`config.mk`:
```
export PLATFORM = sky130hd
export DESIGN_NAME = peripheral_dbg_soc_osd_uart_ahb3_host
export DESIGN_NICKNAME = d
export VERILOG_FILES = /design/src/rtl/peripheral_dbg_soc_osd_uart_ahb3_host.sv
export SDC_FILE = /design/constraint.sdc
export NUM_CORES = 1
export LEC_CHECK = 0
export ABC_AREA = 1
export CAP_MARGIN = 40
export CORE_ASPECT_RATIO = 2
export CORE_MARGIN = 2
export CORE_UTILIZATION = 25
export CTS_BUF_LIST = sky130_fd_sc_hd__clkbuf_16
export CTS_CLUSTER_SIZE = 16
export DETAILED_ROUTE_END_ITERATION = 6
export PLACE_DENSITY_LB_ADDON = 0.15
export SLEW_MARGIN = 30
export SYNTH_ARGS = -nofsm -noshare
export SYNTH_HDL_FRONTEND = slang
export SYNTH_SLANG_ARGS = --single-unit
```
`constraint.sdc`:
```
create_clock -name clk -period 2.1 [get_ports clk]
set_input_delay 0.42 -clock clk [delete_from_list [all_inputs] [get_ports clk]]
set_output_delay 0.42 -clock clk [all_outputs]
set_load 0.02 [all_outputs]
```
`src/rtl/peripheral_dbg_soc_osd_uart_ahb3_host.sv`:
```
// AHB3 initiator that runs a 16550-style UART: polls LSR, drains RBR into an rx
// byte stream and pushes tx-stream bytes into THR, one non-pipelined transfer at a time.
module peripheral_dbg_soc_osd_uart_ahb3_host #(
   parameter int XLEN          = 32,
   parameter int POLL_INTERVAL = 16,
   parameter int WAIT_TIMEOUT  = 256
) (
   input  logic            clk,
   input  logic            rst,
   input  logic            tx_valid,
   input  logic [7:0]      tx_char,
   output logic            tx_ready,
   output logic            rx_valid,
   output logic [7:0]      rx_char,
   input  logic            rx_ready,
   output logic            err,
   output logic            ahb3_hsel_o,
   output logic [15:0]     ahb3_haddr_o,
   output logic [XLEN-1:0] ahb3_hwdata_o,
   output logic            ahb3_hwrite_o,
   output logic [2:0]      ahb3_hsize_o,
   output logic [2:0]      ahb3_hburst_o,
   output logic [3:0]      ahb3_hprot_o,
   output logic [1:0]      ahb3_htrans_o,
   output logic            ahb3_hmastlock_o,
   input  logic [XLEN-1:0] ahb3_hrdata_i,
   input  logic            ahb3_hready_i,
   input  logic            ahb3_hresp_i
);

   localparam int WCW = $clog2(WAIT_TIMEOUT + 1);
   localparam int PCW = $clog2(POLL_INTERVAL + 1);
   localparam logic [WCW-1:0] WAIT_LAST = WCW'(WAIT_TIMEOUT - 1);
   localparam logic [PCW-1:0] POLL_LAST = PCW'(POLL_INTERVAL - 1);
   localparam logic [2:0] REG_RBR = 3'd0;
   localparam logic [2:0] REG_IER = 3'd1;
   localparam logic [2:0] REG_LSR = 3'd5;

   typedef enum logic [2:0] {S_INIT, S_POLL, S_RD_RBR, S_WR_THR, S_WAIT} state_t;

   state_t         state;
   logic           active;
   logic [WCW-1:0] wait_cnt;
   logic [PCW-1:0] poll_cnt;

   logic [2:0] launch_reg;
   logic       launch_now;
   logic       launch_write;
   logic       poll_done;
   logic       xfer_ok;
   logic       take_rx;
   logic       take_tx;
   logic       unused_rdata;

   function automatic logic [3:0] prot_enc(input logic [1:0] idx);
      case (idx)
         2'b11:   return 4'b0001;
         2'b10:   return 4'b0010;
         2'b01:   return 4'b0100;
         default: return 4'b0000;
      endcase
   endfunction

   // WAIT launches the LSR read on its last cycle, so the bus idles exactly POLL_INTERVAL cycles
   always_comb begin
      launch_reg = REG_RBR;
      case (state)
         S_INIT:         launch_reg = REG_IER;
         S_POLL, S_WAIT: launch_reg = REG_LSR;
         default:        launch_reg = REG_RBR;
      endcase
   end

   assign poll_done    = (poll_cnt == POLL_LAST);
   assign launch_now   = (state == S_WAIT) ? poll_done : !active;
   assign launch_write = (state == S_INIT) || (state == S_WR_THR);
   assign xfer_ok      = active && ahb3_hready_i && !ahb3_hresp_i;
   assign take_rx      = (state == S_POLL) && xfer_ok && ahb3_hrdata_i[0] && !rx_valid;
   assign take_tx      = (state == S_POLL) && xfer_ok && !take_rx && ahb3_hrdata_i[5] && tx_valid;

   assign tx_ready      = take_tx;
   assign ahb3_hsize_o  = 3'b000;
   assign ahb3_hburst_o = 3'b000;
   assign unused_rdata  = ^ahb3_hrdata_i[XLEN-1:8];

   always_ff @(posedge clk or posedge rst) begin
      if (rst) begin
         state            <= S_INIT;
         active           <= 1'b0;
         wait_cnt         <= '0;
         poll_cnt         <= '0;
         err              <= 1'b0;
         rx_valid         <= 1'b0;
         rx_char          <= 8'h00;
         ahb3_hsel_o      <= 1'b0;
         ahb3_haddr_o     <= 16'h0000;
         ahb3_hwdata_o    <= '0;
         ahb3_hwrite_o    <= 1'b0;
         ahb3_hprot_o     <= 4'b0000;
         ahb3_htrans_o    <= 2'b00;
         ahb3_hmastlock_o <= 1'b0;
      end else begin
         err <= 1'b0;
         if (rx_valid && rx_ready) rx_valid <= 1'b0;

         if (launch_now) begin
            active           <= 1'b1;
            wait_cnt         <= '0;
            ahb3_hsel_o      <= 1'b1;
            ahb3_htrans_o    <= 2'b10;
            ahb3_hmastlock_o <= 1'b1;
            ahb3_haddr_o     <= {13'd0, launch_reg[2], 2'b00};
            ahb3_hwrite_o    <= launch_write;
            ahb3_hprot_o     <= prot_enc(launch_reg[1:0]);
            if (state == S_INIT) ahb3_hwdata_o <= '0;
         end

         if (state == S_WAIT) begin
            if (poll_done) begin
               poll_cnt <= '0;
               state    <= S_POLL;
            end else begin
               poll_cnt <= poll_cnt + 1'b1;
            end
         end else if (active) begin
            if (ahb3_hready_i || wait_cnt == WAIT_LAST) begin
               active           <= 1'b0;
               ahb3_hsel_o      <= 1'b0;
               ahb3_htrans_o    <= 2'b00;
               ahb3_hmastlock_o <= 1'b0;
            end
            if (ahb3_hready_i) begin
               if (ahb3_hresp_i) begin
                  err   <= 1'b1;
                  state <= S_WAIT;
               end else begin
                  case (state)
                     S_INIT: state <= S_POLL;
                     S_POLL: begin
                        if (take_rx) begin
                           state <= S_RD_RBR;
                        end else if (take_tx) begin
                           ahb3_hwdata_o <= {(XLEN/8){tx_char}};
                           state         <= S_WR_THR;
                        end else begin
                           state <= S_WAIT;
                        end
                     end
                     S_RD_RBR: begin
                        rx_char  <= ahb3_hrdata_i[7:0];
                        rx_valid <= 1'b1;
                        state    <= S_POLL;
                     end
                     default: state <= S_POLL;
                  endcase
               end
            end else if (wait_cnt == WAIT_LAST) begin
               err   <= 1'b1;
               state <= S_WAIT;
            end else begin
               wait_cnt <= wait_cnt + 1'b1;
            end
         end
      end
   end

endmodule
```
==> run metrics <==
final slew viol count 0; simple-gate share of the synthesized area 18.12%; fin nets 471; setup violators final 0; adder-cell share of the synthesized area 0.8055%; CTS max path bufs 2; Detail Route Antenna Nets 0; Hold WC Path Type reg2reg; nature of the critical path startpoint input port; H-tree depth 3; die extent in y 161.7 um; initial DRC count 117; vias in the first global route 2397; area grow syn2layout 38.66%; Max Cap Violations 0; Reg-to-Reg Start wait_cnt[0]$_DFF_PP0_; Final period util 92.89%; DIE AREA 0.01339 mm2; clk sinks 67; Post-Syn Instances 336; synthesized area 0.003107 mm2; total track usage 11.84%; proportion of synthesized area in mux cells 2.900%; worst hold margin 0.4900 ns; XOR/XNOR Fraction of Synth Area 0.5638%; CTS tree done; hold bufs inserted after CTS 0; layout cells sized above 1 12.15%; critical path type in2out; dpl hpwl 5624 um; largest net degree at the start of global routing 49; Pleak 0.002039 uW; Routed WL 7523 um; crit end category primary output; Final Skew 0.003562 ns; most frequent cells in the layout clkdlybuf4s50_1 (70), dfrtp_1 (67), nand2_1 (66); status finished clean; final hold violations 0; count of cell types in the netlist 32; dpl ws -0.3048 ns; wire length per cell 13.08 um; reg2reg path depth 8; post-synthesis sequential area ratio 53.97%; Top FF cell, synth dfrtp_1; YS warnings 0; initial antenna violation count 0; via count 2429; first-pass GRT wire length 12350 um; drt via density 4.224; Crit Path Max Fanout 2; grt ovf 0; I/O pin cnt 120; Syn Area/Cell 9.246 um2; Port-buffer cells 71; reg2reg end ahb3_htrans_o[1]$_DFF_PP0_; Worst EP arrival 1.53 ns; FF+latch count, synth 67; clock slew at reported path FFs 0.05 ns; number of cell rows 57; fin worst setup slack 0.1494 ns; hold depth 2; FMAX 0.5127 GHz; leading cell type in the layout, fill and taps excluded clkdlybuf4s50_1; CTS root buf clkbuf_16; CTS Buf Count 9; # Post-CTS Setup Buffers 0; Skew-Pair Late Insertion Delay 0.33 ns; Endpoint, Worst Hold ahb3_hmastlock_o$_DFF_PP0_; routability-driven placement congestion ratio 0.7093; PD cells 1260 mW/mm2; Max rail drop VDD 0.6076 mV; Hold Path Origin ahb3_hmastlock_o$_DFF_PP0_; worst path required time 1.68 ns; core box area 0.01212 mm2; Async S/R FF share, synth 100.0%; setup slack, reg-to-reg 0.52 ns; largest family of logic cells by synthesized area simple AND/OR/NAND/NOR gates; Post-synth EDFFs 0; drt first pass iters 4; Tmin final 1.951 ns; initial core utilization 25.62%; Die Wd 82.83 um; ANT cells 0; Synth Area in Compound Gates 9.303%; drt drc 0; RSZ-0062 raised after global routing no
==> stage by stage <==
stage | instance area (um2) | total power, uW | utilization (%) | setup TNS, ns | std cells
2_1_floorplan | 3197 | 3041 | - | 0 | 359
3_3_place_gp | 3963 | 3697 | 32.68 | -0.2912 | 559
3_5_place_dp | 3963 | 3731 | 32.68 | -0.3048 | 559
4_1_cts | 4314 | 5529 | 35.58 | 0 | 575
5_1_grt | 4308 | 5786 | 35.53 | 0 | 575
6_report | 4308 | 5428 | 35.53 | 0 | 575
==> flip-flops by register name (all words and copies together) (netlist names), 2 cells and up <==
register and count:
rx_char 8, poll_cnt 5, ahb3_hwdata_o 32, wait_cnt 9, state 3, ahb3_htrans_o 2
==> critical path, stage by stage <==
cell and delay [ns]:
clkdlybuf4s50_1 0.49, nand2_1 0.10, nor2_4 0.15, nand2_4 0.07, nor2_4 0.11, buf_2 0.18
==> routing by layer <==
metal | up-vias | GRT usage, % | routed length, um
met5 | - | 0 | 0
met4 | 0 | 5.142 | 146
met3 | 9 | 3.608 | 405
met2 | 72 | 22.43 | 4261
met1 | 1164 | 11.65 | 2709
li1 | 1184 | - | -
==> cell usage after synthesis (2+ instances only) <==
cell | n | share of area (%)
nand3_1 | 11 | 1.8
ha_1 | 2 | 0.81
buf_6 | 3 | 1.1
nor2_1 | 20 | 2.4
buf_4 | 24 | 5.8
nand2_1 | 66 | 8.0
o21ai_0 | 41 | 6.6
nand2_4 | 4 | 1.4
nor2_4 | 3 | 1.1
dfrtp_1 | 67 | 54
mux2_2 | 8 | 2.9
o21ai_1 | 2 | 0.32
nand4_1 | 4 | 0.81
nor3_1 | 2 | 0.32
nand2_2 | 3 | 0.60
inv_1 | 54 | 6.5
a21oi_1 | 7 | 1.1
==> logic make-up after synthesis <==
group | Yosys count
AND/OR/NAND/NOR | 118
adder cells (fa/ha/maj) | 2
XOR/XNOR | 2
buffers and inverters | 84
flip-flops | 67
AO/OA/AOI/OAI | 54
other | 1
multiplexers | 8
==> layout make-up <==
| type | count | area (um2) |
|---|---|---|
| flip-flops and latches | 67 | 1677 |
| fillers | 1257 | 7816 |
| inverters | 56 | 216.5 |
| multi-input cells | 208 | 1075 |
| well taps | 147 | 183.9 |
| clock buffers | 9 | 225.2 |
| clock inverters | 7 | 125.1 |
| repair buffers | 81 | 805.8 |
==> timing repair <==
item | 4_1_cts | 5_1_grt
gates resized for setup | 3 | 1
cloned | 0 | 0
setup endpoints to repair | 1 | 1
==> power by group <==
part / leakage [uW] / switching (uW) / internal [uW]
Sequential: 0.000898 / 218 / 1590
Combinational: 0.000971 / 1110 / 749
Clock: 0.000170 / 596 / 1170
Total: 0.00204 / 1920 / 3510
==> worst max-delay path by stage <==
stage	start	endpoint	depth (start not counted)
2_1_floorplan	rx_valid$_DFF_PP0_	tx_ready	5
3_3_place_gp	ahb3_hready_i	tx_ready	6
3_5_place_dp	ahb3_hready_i	tx_ready	6
4_1_cts	ahb3_hready_i	tx_ready	6
5_1_grt	ahb3_hready_i	tx_ready	6
6_report	ahb3_hready_i	tx_ready	6
(Power assumes the default switching activity.)
